## config.mk

```make
export PLATFORM = sky130hd
export DESIGN_NAME = ifu_inst_queue
export DESIGN_NICKNAME = d
export VERILOG_FILES = /design/src/rtl/ifu_inst_queue.sv
export SDC_FILE = /design/constraint.sdc
export NUM_CORES = 1
export LEC_CHECK = 0
export BUFFER_PORTS_ARGS = -buffer_cell sky130_fd_sc_hd__buf_2
export CORE_MARGIN = 4
export CORE_UTILIZATION = 57
export DETAILED_ROUTE_END_ITERATION = 10
export PLACE_DENSITY = 0.86
export SETUP_SLACK_MARGIN = 0.15
export SLEW_MARGIN = 20
export SYNTH_ARGS = -nofsm -noshare
export SYNTH_HDL_FRONTEND = slang
export SYNTH_SLANG_ARGS = --single-unit
export TNS_END_PERCENT = 5
```

## constraint.sdc

```tcl
create_clock -name clk -period 4.15 [get_ports clk]
set_input_delay 0.6225 -clock clk [delete_from_list [all_inputs] [get_ports clk]]
set_output_delay 0.6225 -clock clk [all_outputs]
set_load 0.02 [all_outputs]
```

## src/rtl/ifu_inst_queue.sv

```systemverilog
// ============================================================================
// ifu_inst_queue
// ----------------------------------------------------------------------------
// Instruction prefetch queue between the fetch unit and decode. Each word that
// fetch reports as ready is stored together with its PC. Words leave in order
// through a valid/ready handshake. Fetch is held off while the queue is full,
// and a redirect (flush) discards everything that is queued.
//
// Optional feature (build macro): IQ_BYPASS_EN
//   Defined   - when the queue is empty, an incoming word is shown on the
//               head outputs in the same cycle. If decode also takes it in
//               that cycle, the word is never written.
//   Undefined - no forwarding. A pushed word appears on the head one cycle
//               after the push.
//
// Ports:
//   clk        in   system clock, rising edge
//   reset      in   asynchronous, active-low reset
//   in_valid   in   fetch word valid this cycle
//   in_ir      in   [31:0] fetched instruction word
//   in_pc      in   [31:0] PC of the fetched word
//   in_ready   out  queue accepts a word this cycle (~full & ~flush)
//   flush      in   redirect: discard all entries (synchronous, top priority)
//   out_valid  out  head entry valid
//   out_ir     out  [31:0] head instruction word (0 when nothing to show)
//   out_pc     out  [31:0] head PC (0 when nothing to show)
//   out_ready  in   decode consumes the head this cycle
//   count      out  [PTR_W:0] number of occupied entries, 0..DEPTH
//   empty      out  count == 0
//   full       out  count == DEPTH
// ============================================================================
module ifu_inst_queue #(
    parameter int DEPTH = 4,   // entries; power of two, at least 2
    parameter int PTR_W = 2    // log2(DEPTH)
) (
    input  logic             clk,
    input  logic             reset,
    input  logic             in_valid,
    input  logic [31:0]      in_ir,
    input  logic [31:0]      in_pc,
    output logic             in_ready,
    input  logic             flush,
    output logic             out_valid,
    output logic [31:0]      out_ir,
    output logic [31:0]      out_pc,
    input  logic             out_ready,
    output logic [PTR_W:0]   count,
    output logic             empty,
    output logic             full
);

    localparam logic [PTR_W:0] COUNT_FULL = (PTR_W + 1)'(DEPTH);

    // ------------------------------------------------------------------
    // State
    // ------------------------------------------------------------------
    logic [PTR_W-1:0] rd_ptr_q, rd_ptr_d;
    logic [PTR_W-1:0] wr_ptr_q, wr_ptr_d;
    logic [PTR_W:0]   count_q,  count_d;

    // Storage entry layout: {pc, ir}. Not reset; contents are only ever
    // observed through the pointers, which are reset.
    logic [63:0]      mem_q [DEPTH];

    // ------------------------------------------------------------------
    // Handshake and status
    // ------------------------------------------------------------------
    logic        push;       // fetch handshake completes
    logic        mem_wr;     // the pushed word actually goes into storage
    logic        mem_rd;     // a stored head entry is consumed
    logic        fwd_valid;  // incoming word is shown on the head (bypass only)
    logic        fwd_take;   // forwarded word consumed without being stored
    logic [63:0] head_entry;

    assign empty      = (count_q == '0);
    assign full       = (count_q == COUNT_FULL);
    assign count      = count_q;

    // Registered full only: a pop while full frees the slot for next cycle.
    assign in_ready   = ~full & ~flush;
    assign push       = in_valid & in_ready;
    assign head_entry = mem_q[rd_ptr_q];

`ifdef IQ_BYPASS_EN
    // When the queue is empty, the incoming word is the head. in_ready is
    // already implied here, because empty excludes full and flush is checked.
    assign fwd_valid  = empty & in_valid & ~flush;
    assign fwd_take   = fwd_valid & out_ready;
`else
    assign fwd_valid  = 1'b0;
    assign fwd_take   = 1'b0;
`endif

    assign mem_wr     = push & ~fwd_take;
    // Only stored entries move rd_ptr. A consumed forwarded word leaves no
    // trace in the pointers.
    assign mem_rd     = ~empty & out_ready;
    assign out_valid  = ~empty | fwd_valid;

    always_comb begin
        out_ir = 32'd0;
        out_pc = 32'd0;
        if (!empty) begin
            out_pc = head_entry[63:32];
            out_ir = head_entry[31:0];
        end else if (fwd_valid) begin
            out_pc = in_pc;
            out_ir = in_ir;
        end
    end

    // ------------------------------------------------------------------
    // Next-state logic
    // ------------------------------------------------------------------
    always_comb begin
        rd_ptr_d = rd_ptr_q;
        wr_ptr_d = wr_ptr_q;
        count_d  = count_q;
        if (flush) begin
            // Redirect wins over any same-cycle push or pop.
            rd_ptr_d = '0;
            wr_ptr_d = '0;
            count_d  = '0;
        end else begin
            if (mem_wr) begin
                wr_ptr_d = wr_ptr_q + PTR_W'(1);
            end
            if (mem_rd) begin
                rd_ptr_d = rd_ptr_q + PTR_W'(1);
            end
            unique case ({mem_wr, mem_rd})
                2'b10:   count_d = count_q + (PTR_W + 1)'(1);
                2'b01:   count_d = count_q - (PTR_W + 1)'(1);
                default: count_d = count_q;
            endcase
        end
    end

    // ------------------------------------------------------------------
    // Registers
    // ------------------------------------------------------------------
    always_ff @(posedge clk or negedge reset) begin
        if (!reset) begin
            rd_ptr_q <= '0;
            wr_ptr_q <= '0;
            count_q  <= '0;
        end else begin
            rd_ptr_q <= rd_ptr_d;
            wr_ptr_q <= wr_ptr_d;
            count_q  <= count_d;
        end
    end

    // Storage write. A flush in the same cycle blocks the write through
    // in_ready, so a redirected word never lands here.
    always_ff @(posedge clk) begin
        if (mem_wr) begin
            mem_q[wr_ptr_q] <= {in_pc, in_ir};
        end
    end

endmodule

```

==> results by group <==
GRT
  • Largest net degree at the start of global routing: 69
  • Vias in the first global route: 5,515
  • Initial antenna violation count: 0
  • First-pass GRT wire length: 30.0 mm
  • GRT Total Usage: 19.3%
  • Remaining Overflow, GRT: 0

Place
  • Routability congestion estimate: 0.745
  • Placed cell area: 11,100 sq um
  • Dpl ws: 1.27 ns
  • I/O Buffers: 139
  • HPWL Detailed: 10.8 mm

STA
  • Setup TNS: 0 ns
  • WHS: 0.312 ns
  • Final Setup Violations: 0
  • Final setup margin: 0.850 ns
  • Pin slew with the least headroom to its limit: 1.00 ns
  • Final Cycle Share: 79.5%
  • RSZ-0062 raised after global routing: no
  • Final Skew: 0.0180 ns
  • Maximum clock rate: 303 MHz
  • Minimum clock period: 3.30 ns
  • Max-slew headroom: 33.0%
  • Fin. Hold Viols: 0
  • Max-slew violations: 0

Synth
  • Syn_nets: 531
  • Number of synthesized register bits: 263
  • Syn avg cell area: 22.2 sq um
  • Post-synth ARST share: 2.66%
  • Yosys warns: 0
  • Post-synth cell types: 30
  • Syn Inst Count: 457
  • Top FF cell, synth: edfxtp_1
  • EDFF count, synth: 256
  • Cell area after synthesis: 10,200 sq um
  • Seq/Total Area, Yosys: 77.5%

Layout
  • Ant diodes: 0
  • Area growth syn-to-layout: 17.2%
  • Nets: 680
  • Design area: 11,900 sq um
  • Layout cells sized above 1: 40.7%

Drt
  • Vias per cell: 5.75
  • Met2 routed WL: 9.69 mm
  • DR iter-0 viols: 242
  • Total Wirelength: 18.6 mm
  • Vias: 4,868
  • Top sig layer: met4
  • Met1 Wirelength: 7.29 mm
  • Routed wl met3: 1.43 mm
  • DR WL/cell: 22.0 um
  • Post-route ant nets: 0
  • Pre-antenna DRT Iters: 4
  • DRC Markers: 0

Clocking
  • Root Buffer: clkbuf_16
  • H-tree levels: 1
  • Buffer levels on the longest clock path: 3
  • Clock sink count: 263
  • Clock slew at reported path FFs: 0.06 ns
  • Hold Buf Count CTS: 1
  • TritonCTS clock tree: built
  • Post-CTS Repair Setup Buffers: 0
  • # resized after CTS: 0
  • Cts bufs inserted: 26
  • Later-pin clock latency in the skew report: 0.52 ns

Power
  • Seq pwr share: 44.5%
  • P_sw: 2.11 mW
  • Maximum vdd drop: 0.399 mV
  • Clock power share: 30.5%
  • Leak Pwr: 4.12 nW
  • Overall power: 7.35 mW
  • Combinational share of power: 25.0%
  • Pwr per Cell Area: 618 nW/um^2
  • Cell-internal power: 5.24 mW
  • Sw Share: 28.7%

Floorplan
  • Die ar.: 20,000 sq um
  • Initial Util: 58.5%
  • DIE WIDTH: 141 um
  • Die Ht: 141 um
  • Core area: 17,400 sq um
  • FP Rows: 48
  • I/O Pins: 140

Worst setup path
  • Crit-path max FO: 34
  • Critical path type: reg2out
  • Type of origin of the critical path: flip-flop
  • WP data required: 3.53 ns
  • WP data arrival: 2.68 ns
  • Crit. End Element: output port

Min path
  • Hold WC Path Type: in2reg

Run status
  • Status: finished, final reports clean

Run
  • Max_cap viols: 0
==> final timing paths <==
path | from | end | slack (ns) | cells past startpoint
min in group asynchronous | reset | count[2] | 0.52 | 2
max reg2reg | count[2] | mem_q[2][11] | 1.73 | 3
max in group asynchronous | reset | rd_ptr_q[0] | 3.44 | 2
max | rd_ptr_q[0] | out_pc[11] | 0.85 | 4
min | in_pc[8] | mem_q[0][40] | 0.31 | 1
min reg2reg | wr_ptr_q[0] | wr_ptr_q[0] | 0.63 | 2
==> cell usage after synthesis (4+ instances only) <==
library cell	number	area share [%]
buf_2	6	0.30
ha_1	4	0.49
nor2_1	6	0.22
clkbuf_1	10	0.37
mux4_2	64	14
inv_1	4	0.15
buf_4	5	0.37
edfxtp_1	256	76
and2_1	69	4.3
dfrtp_1	7	1.7
==> through the flow <==
step                utilization [%]  cells
finish                         68.5    847
global placement               63.7    802
detailed placement             63.7    802
floorplan                         -    457
global route                   68.5    847
CTS                            68.5    847
==> power by group through the flow <==
stage	Sequential (mW)	Clock, mW	Combinational (mW)
after floorplan	3.23	0	1.36
after global placement	3.32	0	1.83
after detailed placement	3.34	0	1.87
after CTS	3.28	2.28	1.88
after global routing	3.30	2.41	1.99
final	3.27	2.24	1.84
==> kinds of logic after synthesis <==
logic type / count (synthesis) / synth area share, %
xor gates and xnor gates: 4 / 0.419
AOI/OAI and AO/OA: 7 / 0.456
muxes: 66 / 14.4
adders and majority gates: 5 / 0.690
and+or+nand+nor: 86 / 5.35
DFF: 263 / 77.5
buffers and inverters: 26 / 1.22
==> flip-flops by register name (all words and copies together), names as in the netlist <==
register,count
rd_ptr_q,2
mem_q,256
count,3
wr_ptr_q,2
==> layout make-up <==
| class | instances | area, sq um |
|---|---|---|
| Timing Repair Buffer | 143 | 728 |
| Multi-Input combinational cell | 168 | 2180 |
| Sequential cell | 263 | 7870 |
| Tap cell | 225 | 282 |
| Clock inverter | 12 | 150 |
| Clock buffer | 32 | 673 |
| Inverter | 4 | 15.0 |
| Fill cell | 1124 | 5460 |
==> placed cells by master (no fill, tap or decap), types with 2 or more instances in the layout <==
master     Yosys  layout
inv_1          4       4
edfxtp_1     256     256
clkbuf_1      10       6
nor3b_4        2       2
buf_2          6     139
nor2_1         6       6
clkinv_2       0       4
mux4_2        64      64
nand2b_1       2       2
buf_4          5       3
bufinv_16      0       3
dfrtp_4        0       2
and2_4         0       4
xor2_1         2       2
nor2b_1        2       2
a21oi_1        2       2
clkinv_1       0       2
o22ai_1        2       2
and2_1        69      65
dfrtp_1        7       5
clkbuf_16      0      26
ha_1           4       4
==> critical path: stages, from the launching register on <==
cell and delay, ns:
dfrtp_4 0.82, buf_4 0.42, mux4_2 0.57, and2_1 0.18, buf_2 0.16
==> per-layer routing <==
| layer | track usage, % | up-vias |
|---|---|---|
| met2 | 33.9 | 187 |
| met5 | 0 | - |
| li1 | - | 2153 |
| met3 | 4.42 | 19 |
| met1 | 25.5 | 2509 |
| met4 | 3.64 | 0 |
(Power assumes the default switching activity.)
